<file path="config.mk">
export PLATFORM = sky130hd
export DESIGN_NAME = fa_coef_loader
export DESIGN_NICKNAME = d
export VERILOG_FILES = /design/src/rtl/fa_coef_loader.sv
export SDC_FILE = /design/constraint.sdc
export NUM_CORES = 2
export LEC_CHECK = 0
export CORE_MARGIN = 1
export CORE_UTILIZATION = 40
export CTS_CLUSTER_DIAMETER = 150
export DETAILED_ROUTE_END_ITERATION = 12
export DONT_BUFFER_PORTS = 1
export GPL_ROUTABILITY_DRIVEN = 0
export PLACE_DENSITY_LB_ADDON = 0.15
export SLEW_MARGIN = 20
export SYNTH_ARGS = -nofsm -noshare
export SYNTH_HDL_FRONTEND = slang
export SYNTH_SLANG_ARGS = --single-unit
export TNS_END_PERCENT = 100
</file>
<file path="constraint.sdc">
create_clock -name clk -period 4.71 [get_ports clk]
set_clock_uncertainty 0.1 [all_clocks]
set_input_delay 1.413 -clock clk [delete_from_list [all_inputs] [get_ports clk]]
set_output_delay 1.413 -clock clk [all_outputs]
set_load 0.01 [all_outputs]
</file>
<file path="src/rtl/fa_coef_loader.sv">
// Coefficient loader: streams DEPTH 16-bit words into a register file through a
// valid/ready handshake and exposes them on a combinational read port.
module fa_coef_loader #(
  parameter int WIDTH_A = 12,
  parameter int DEPTH   = 120
) (
  input  logic               clk,
  input  logic               rst_n,
  input  logic               start,
  input  logic               in_valid,
  input  logic [15:0]        in_data,
  output logic               in_ready,
  input  logic [WIDTH_A-1:0] rd_addr,
  output logic [15:0]        rd_coef,
  output logic [WIDTH_A-1:0] wr_count,
  output logic               busy,
  output logic               done,
  output logic               err_ovf
);

  localparam int IW = (DEPTH > 1) ? $clog2(DEPTH) : 1;
  localparam logic [WIDTH_A-1:0] LAST    = WIDTH_A'(DEPTH - 1);
  localparam logic [WIDTH_A-1:0] DEPTH_A = WIDTH_A'(DEPTH);

  typedef enum logic [1:0] {S_IDLE, S_LOAD, S_DONE} state_t;

  state_t              state, state_next;
  logic [WIDTH_A-1:0]  count_next;
  logic                err_next;
  logic                wr_en;
  logic [15:0]         mem [DEPTH];

  // start has priority everywhere, so a word offered alongside it is dropped
  always_comb begin
    state_next = state;
    count_next = wr_count;
    err_next   = err_ovf;
    wr_en      = 1'b0;
    case (state)
      S_IDLE: begin
        if (start) begin
          state_next = S_LOAD;
          count_next = '0;
          err_next   = 1'b0;
        end
      end
      S_LOAD: begin
        if (start) begin
          count_next = '0;
          err_next   = 1'b0;
        end else if (in_valid) begin
          wr_en = 1'b1;
          if (wr_count == LAST) begin
            state_next = S_DONE;
            count_next = DEPTH_A;
          end else begin
            count_next = wr_count + 1'b1;
          end
        end
      end
      S_DONE: begin
        if (start) begin
          state_next = S_LOAD;
          count_next = '0;
          err_next   = 1'b0;
        end else if (in_valid) begin
          err_next = 1'b1;
        end
      end
      default: state_next = S_IDLE;
    endcase
  end

  always_ff @(posedge clk or negedge rst_n) begin
    if (!rst_n) begin
      state    <= S_IDLE;
      wr_count <= '0;
      err_ovf  <= 1'b0;
    end else begin
      state    <= state_next;
      wr_count <= count_next;
      err_ovf  <= err_next;
    end
  end

  // wr_count never exceeds DEPTH-1 while in LOAD, so the low bits index mem safely
  always_ff @(posedge clk or negedge rst_n) begin
    if (!rst_n) begin
      for (int i = 0; i < DEPTH; i++) begin
        mem[i] <= '0;
      end
    end else if (wr_en) begin
      mem[wr_count[IW-1:0]] <= in_data;
    end
  end

  assign rd_coef  = (rd_addr < DEPTH_A) ? mem[rd_addr[IW-1:0]] : 16'h0000;
  assign busy     = (state == S_LOAD);
  assign in_ready = (state == S_LOAD);
  assign done     = (state == S_DONE);

endmodule

</file>
==> results.rst <==
.. list-table::
   :header-rows: 1

   * - Metric
     - Value
   * - WL/cell
     - 29.0 um
   * - Post-route setup slack
     - -4280 ps
   * - Number of global-route vias before repair
     - 53,631
   * - Post-route DRC
     - 0
   * - Crit path max fanout
     - 506
   * - Combined global-route utilization of all metal layers
     - 0.236
   * - Port buffer count
     - 0
   * - Clock tree from TritonCTS
     - done
   * - Post-synth ARST share
     - 1.00
   * - Power per cell area
     - 347 nW/um2
   * - Boundary Pins
     - 64
   * - Clock-pin slew on the worst setup and hold paths
     - 60 ps
   * - Crit path max-delay family
     - multiplexers
   * - Cell Rows
     - 172
   * - Buffers and inverters on the worst path
     - 2
   * - Leakage power
     - 49.0 nW
   * - Cts hold-fix bufs
     - 0
   * - Die Ht
     - 473 um
   * - Initial detailed-routing violation count
     - 3,665
   * - Reg-to-reg slack, setup
     - 1030 ps
   * - Number of register bits inferred by synthesis
     - 1,935
   * - Initial antenna violation count
     - 7
   * - Clock latency on the worst-skew pair
     - 850 ps
   * - Count of yosys warnings during synthesis
     - 0
   * - Fill cell count
     - 19,347
   * - Slowest-stage cell, CP
     - mux4_2
   * - Gate count of the mapped netlist
     - 5,700
   * - Worst slew margin relative to its limit
     - -2.01
   * - RSZ-0062 raised after global routing
     - yes
   * - Pre-Repair DR Iteration Count
     - 5
   * - CTS sink cnt
     - 1,935
   * - Area of the core region
     - 220,000 um2
   * - Arrival @ worst endpoint
     - 7480 ps
   * - Layout Area Growth over Synthesis
     - 14.9%
   * - Final setup violating endpoints
     - 16
   * - CP max stage delay
     - 1980 ps
   * - Via Count
     - 51,094
   * - EDFF count, synth
     - 0
   * - Non-filler cells in the finished layout
     - 8,969
   * - HP Class
     - input port to async pin
   * - Min Clock Period, post-route
     - 8990 ps
   * - Type of origin of the critical path
     - input port
   * - Path type of the worst setup path
     - input port to output pin
   * - Cts bufs inserted
     - 213
   * - Cell chain of the critical path
     - mux4_2, nor2b_1, a211oi_1, a21oi_2, a41oi_2, nand4_1, buf_4, buf_12
   * - Net count after synthesis
     - 5,733
   * - DIE WIDTH
     - 473 um
   * - H-tree depth
     - 4
   * - Number of pins with negative max-slew slack in the final report
     - 467
   * - Routed WL
     - 260 mm
   * - MaxCap Viol Count
     - 0
   * - Global-route wire length before repair
     - 387 mm
   * - Fraction of layout instances using a drive strength above 1
     - 0.557
   * - Seq/Total Area, Yosys
     - 0.546
   * - Status
     - finished with violations
   * - Placement-stage worst setup slack
     - -1480 ps
   * - Peak supply drop
     - 340 uV
   * - CP endpoint kind
     - output pin
   * - Total number of nets in the final design
     - 5,854
   * - Overflow left after global routing
     - 0
   * - Cells after DPL
     - 8,575
   * - Average instance area after synthesis
     - 15.6 um2
   * - Core Util, Final
     - 0.463
   * - Mean number of vias per cell
     - 5.70
   * - Transition time at the pin with the least slew margin
     - 4520 ps
   * - Maximum number of pins on one net before global-route repair
     - 507
   * - Top flip-flop cell by instance count after synthesis
     - dfrtp_1
   * - F_max
     - 0.111 GHz
   * - Routed Antenna Nets
     - 0
   * - Cell area after synthesis
     - 88,700 um2
   * - Clock tree root buffer cell
     - clkbuf_16
   * - Violations in the final reports
     - max-slew violations, negative setup slack
   * - Setup TNS
     - -57,370 ps
   * - Die Outline Area
     - 224,000 um2
   * - Cell variety after synth
     - 62
   * - Number of endpoints with negative hold slack in the final report
     - 0
   * - Number of buffers on the longest clock path
     - 3
   * - Share of the cycle needed by the critical path after routing
     - 1.91
   * - Required time worst endpoint
     - 3200 ps
   * - Initial standard-cell utilization of the core
     - 0.403
   * - HPWL after detailed placement
     - 150 mm
==> per-layer routing <==
layer	track usage	vias to the layer above	share of wire
met5	0	-	0
met4	0.0755	0	0.033
met3	0.0372	350	0.047
met2	0.373	1007	0.47
met1	0.334	28268	0.45
li1	-	21469	-
==> layout by cell type (no fill, tap or decap), types with 8 or more instances in the layout <==
cell       count
nor2_4         9
nor3_1        15
clkbuf_8      62
mux2_2      1932
nand2_2       10
mux2i_1      199
mux4_2       447
a22oi_2       12
a21oi_1       24
buf_6         17
and3_1        18
a22o_1         8
nor2_2        48
bufinv_16     12
clkbuf_1      44
o22ai_1       13
clkinv_2      43
nor2_1        29
nand2b_1      10
o21ai_0       23
clkbuf_16    217
dfrtp_1     1935
and2_1        10
nand2_1      132
a31oi_1       17
nor2b_1       17
nand3_1       30
buf_12        40
a22oi_1       54
a211oi_1      12
buf_4        373
o211ai_1      10
==> layout make-up <==
| type | instances | area [um2] | area share |
|---|---|---|---|
| Tap cell | 2958 | 3700 | 0.0363 |
| Clock buffer | 322 | 6420 | 0.0630 |
| Antenna cell | 7 | 17.5 | 0.000172 |
| Sequential cell | 1935 | 48400 | 0.475 |
| Multi-Input combinational cell | 3235 | 38600 | 0.379 |
| Timing Repair Buffer | 432 | 3840 | 0.0377 |
| Inverter | 4 | 20.0 | 0.000196 |
| Clock inverter | 76 | 861 | 0.00845 |
==> worst paths after layout <==
kind                             start     endpoint  cells after the start
min in group clk              mem[604]     mem[604]                      1
min                              rst_n     mem[123]                      1
max in group asynchronous        rst_n     mem[566]                      2
max                         rd_addr[0]  rd_coef[15]                      8
min reg2reg                   mem[604]     mem[604]                      1
max reg2reg                wr_count[4]    mem[1470]                      5
==> cells in the mapped netlist (19+ instances only) <==
master    number  area (um2)
nand3_1       35         175
o22ai_1       20         125
a22oi_1       66         495
clkbuf_1     291        1090
and3_1        21         131
dfrtp_1     1935       48400
a31oi_1       19         119
nor2_2        33         206
a211oi_1      19         143
buf_4         59         443
nand2_1      135         507
nor2_1        47         176
buf_2        151         756
mux2i_1      206        2060
o21ai_0       32         160
nor2b_1       19         119
mux4_2       447       10100
a21oi_1       35         175
mux2_2      1939       21800
==> repair_timing <==
item                                    in CTS  in global routing
setup buffers                                1                  0
pin swaps                                   46                 33
resized for setup                          122                 47
cloned                                       0                  0
endpoints found under the setup margin      16                 16
==> kinds of logic (layout without fill, tap and decap cells) <==
family / Yosys count / in the layout / share of synthesized area
multiplexers: 2593 / 2593 / 0.383
flip-flops: 1935 / 1935 / 0.546
buffers and inverters: 530 / 834 / 0.0282
AND/OR/NAND/NOR: 380 / 380 / 0.0220
AO/OA/AOI/OAI: 261 / 261 / 0.0205
adder cells (fa/ha/maj): 1 / 1 / 0.000141
other: 0 / 7 / 0
==> stage by stage <==
step / power (W) / area (um2) / hold WS, ps
final: 0.0353 / 102000 / 382
after floorplan: 0.0182 / 88800 / 353
after CTS: 0.0357 / 102000 / 344
after detailed placement: 0.0185 / 93800 / 387
after global placement: 0.0185 / 93800 / 366
after global routing: 0.0365 / 102000 / 367
==> report_power, final <==
group | internal (W) | switching (W)
sequential | 0.0168 | 0.0000951
combinational | 0.000639 | 0.000691
clock | 0.0101 | 0.00705
total | 0.0275 | 0.00783
==> worst register-to-register path: stages (launching register included) <==
cell	delay, ps
dfrtp_1	980
nand2_1	680
nor3_1	1040
nand2_1	120
buf_4	310
mux2_2	330
==> flip-flops by register name, summed over array words and instances, names as in the netlist <==
register / flops
state: 2
mem: 1920
err_ovf: 1
wr_count: 12
No activity file was read; power rests on OpenSTA's default activity.
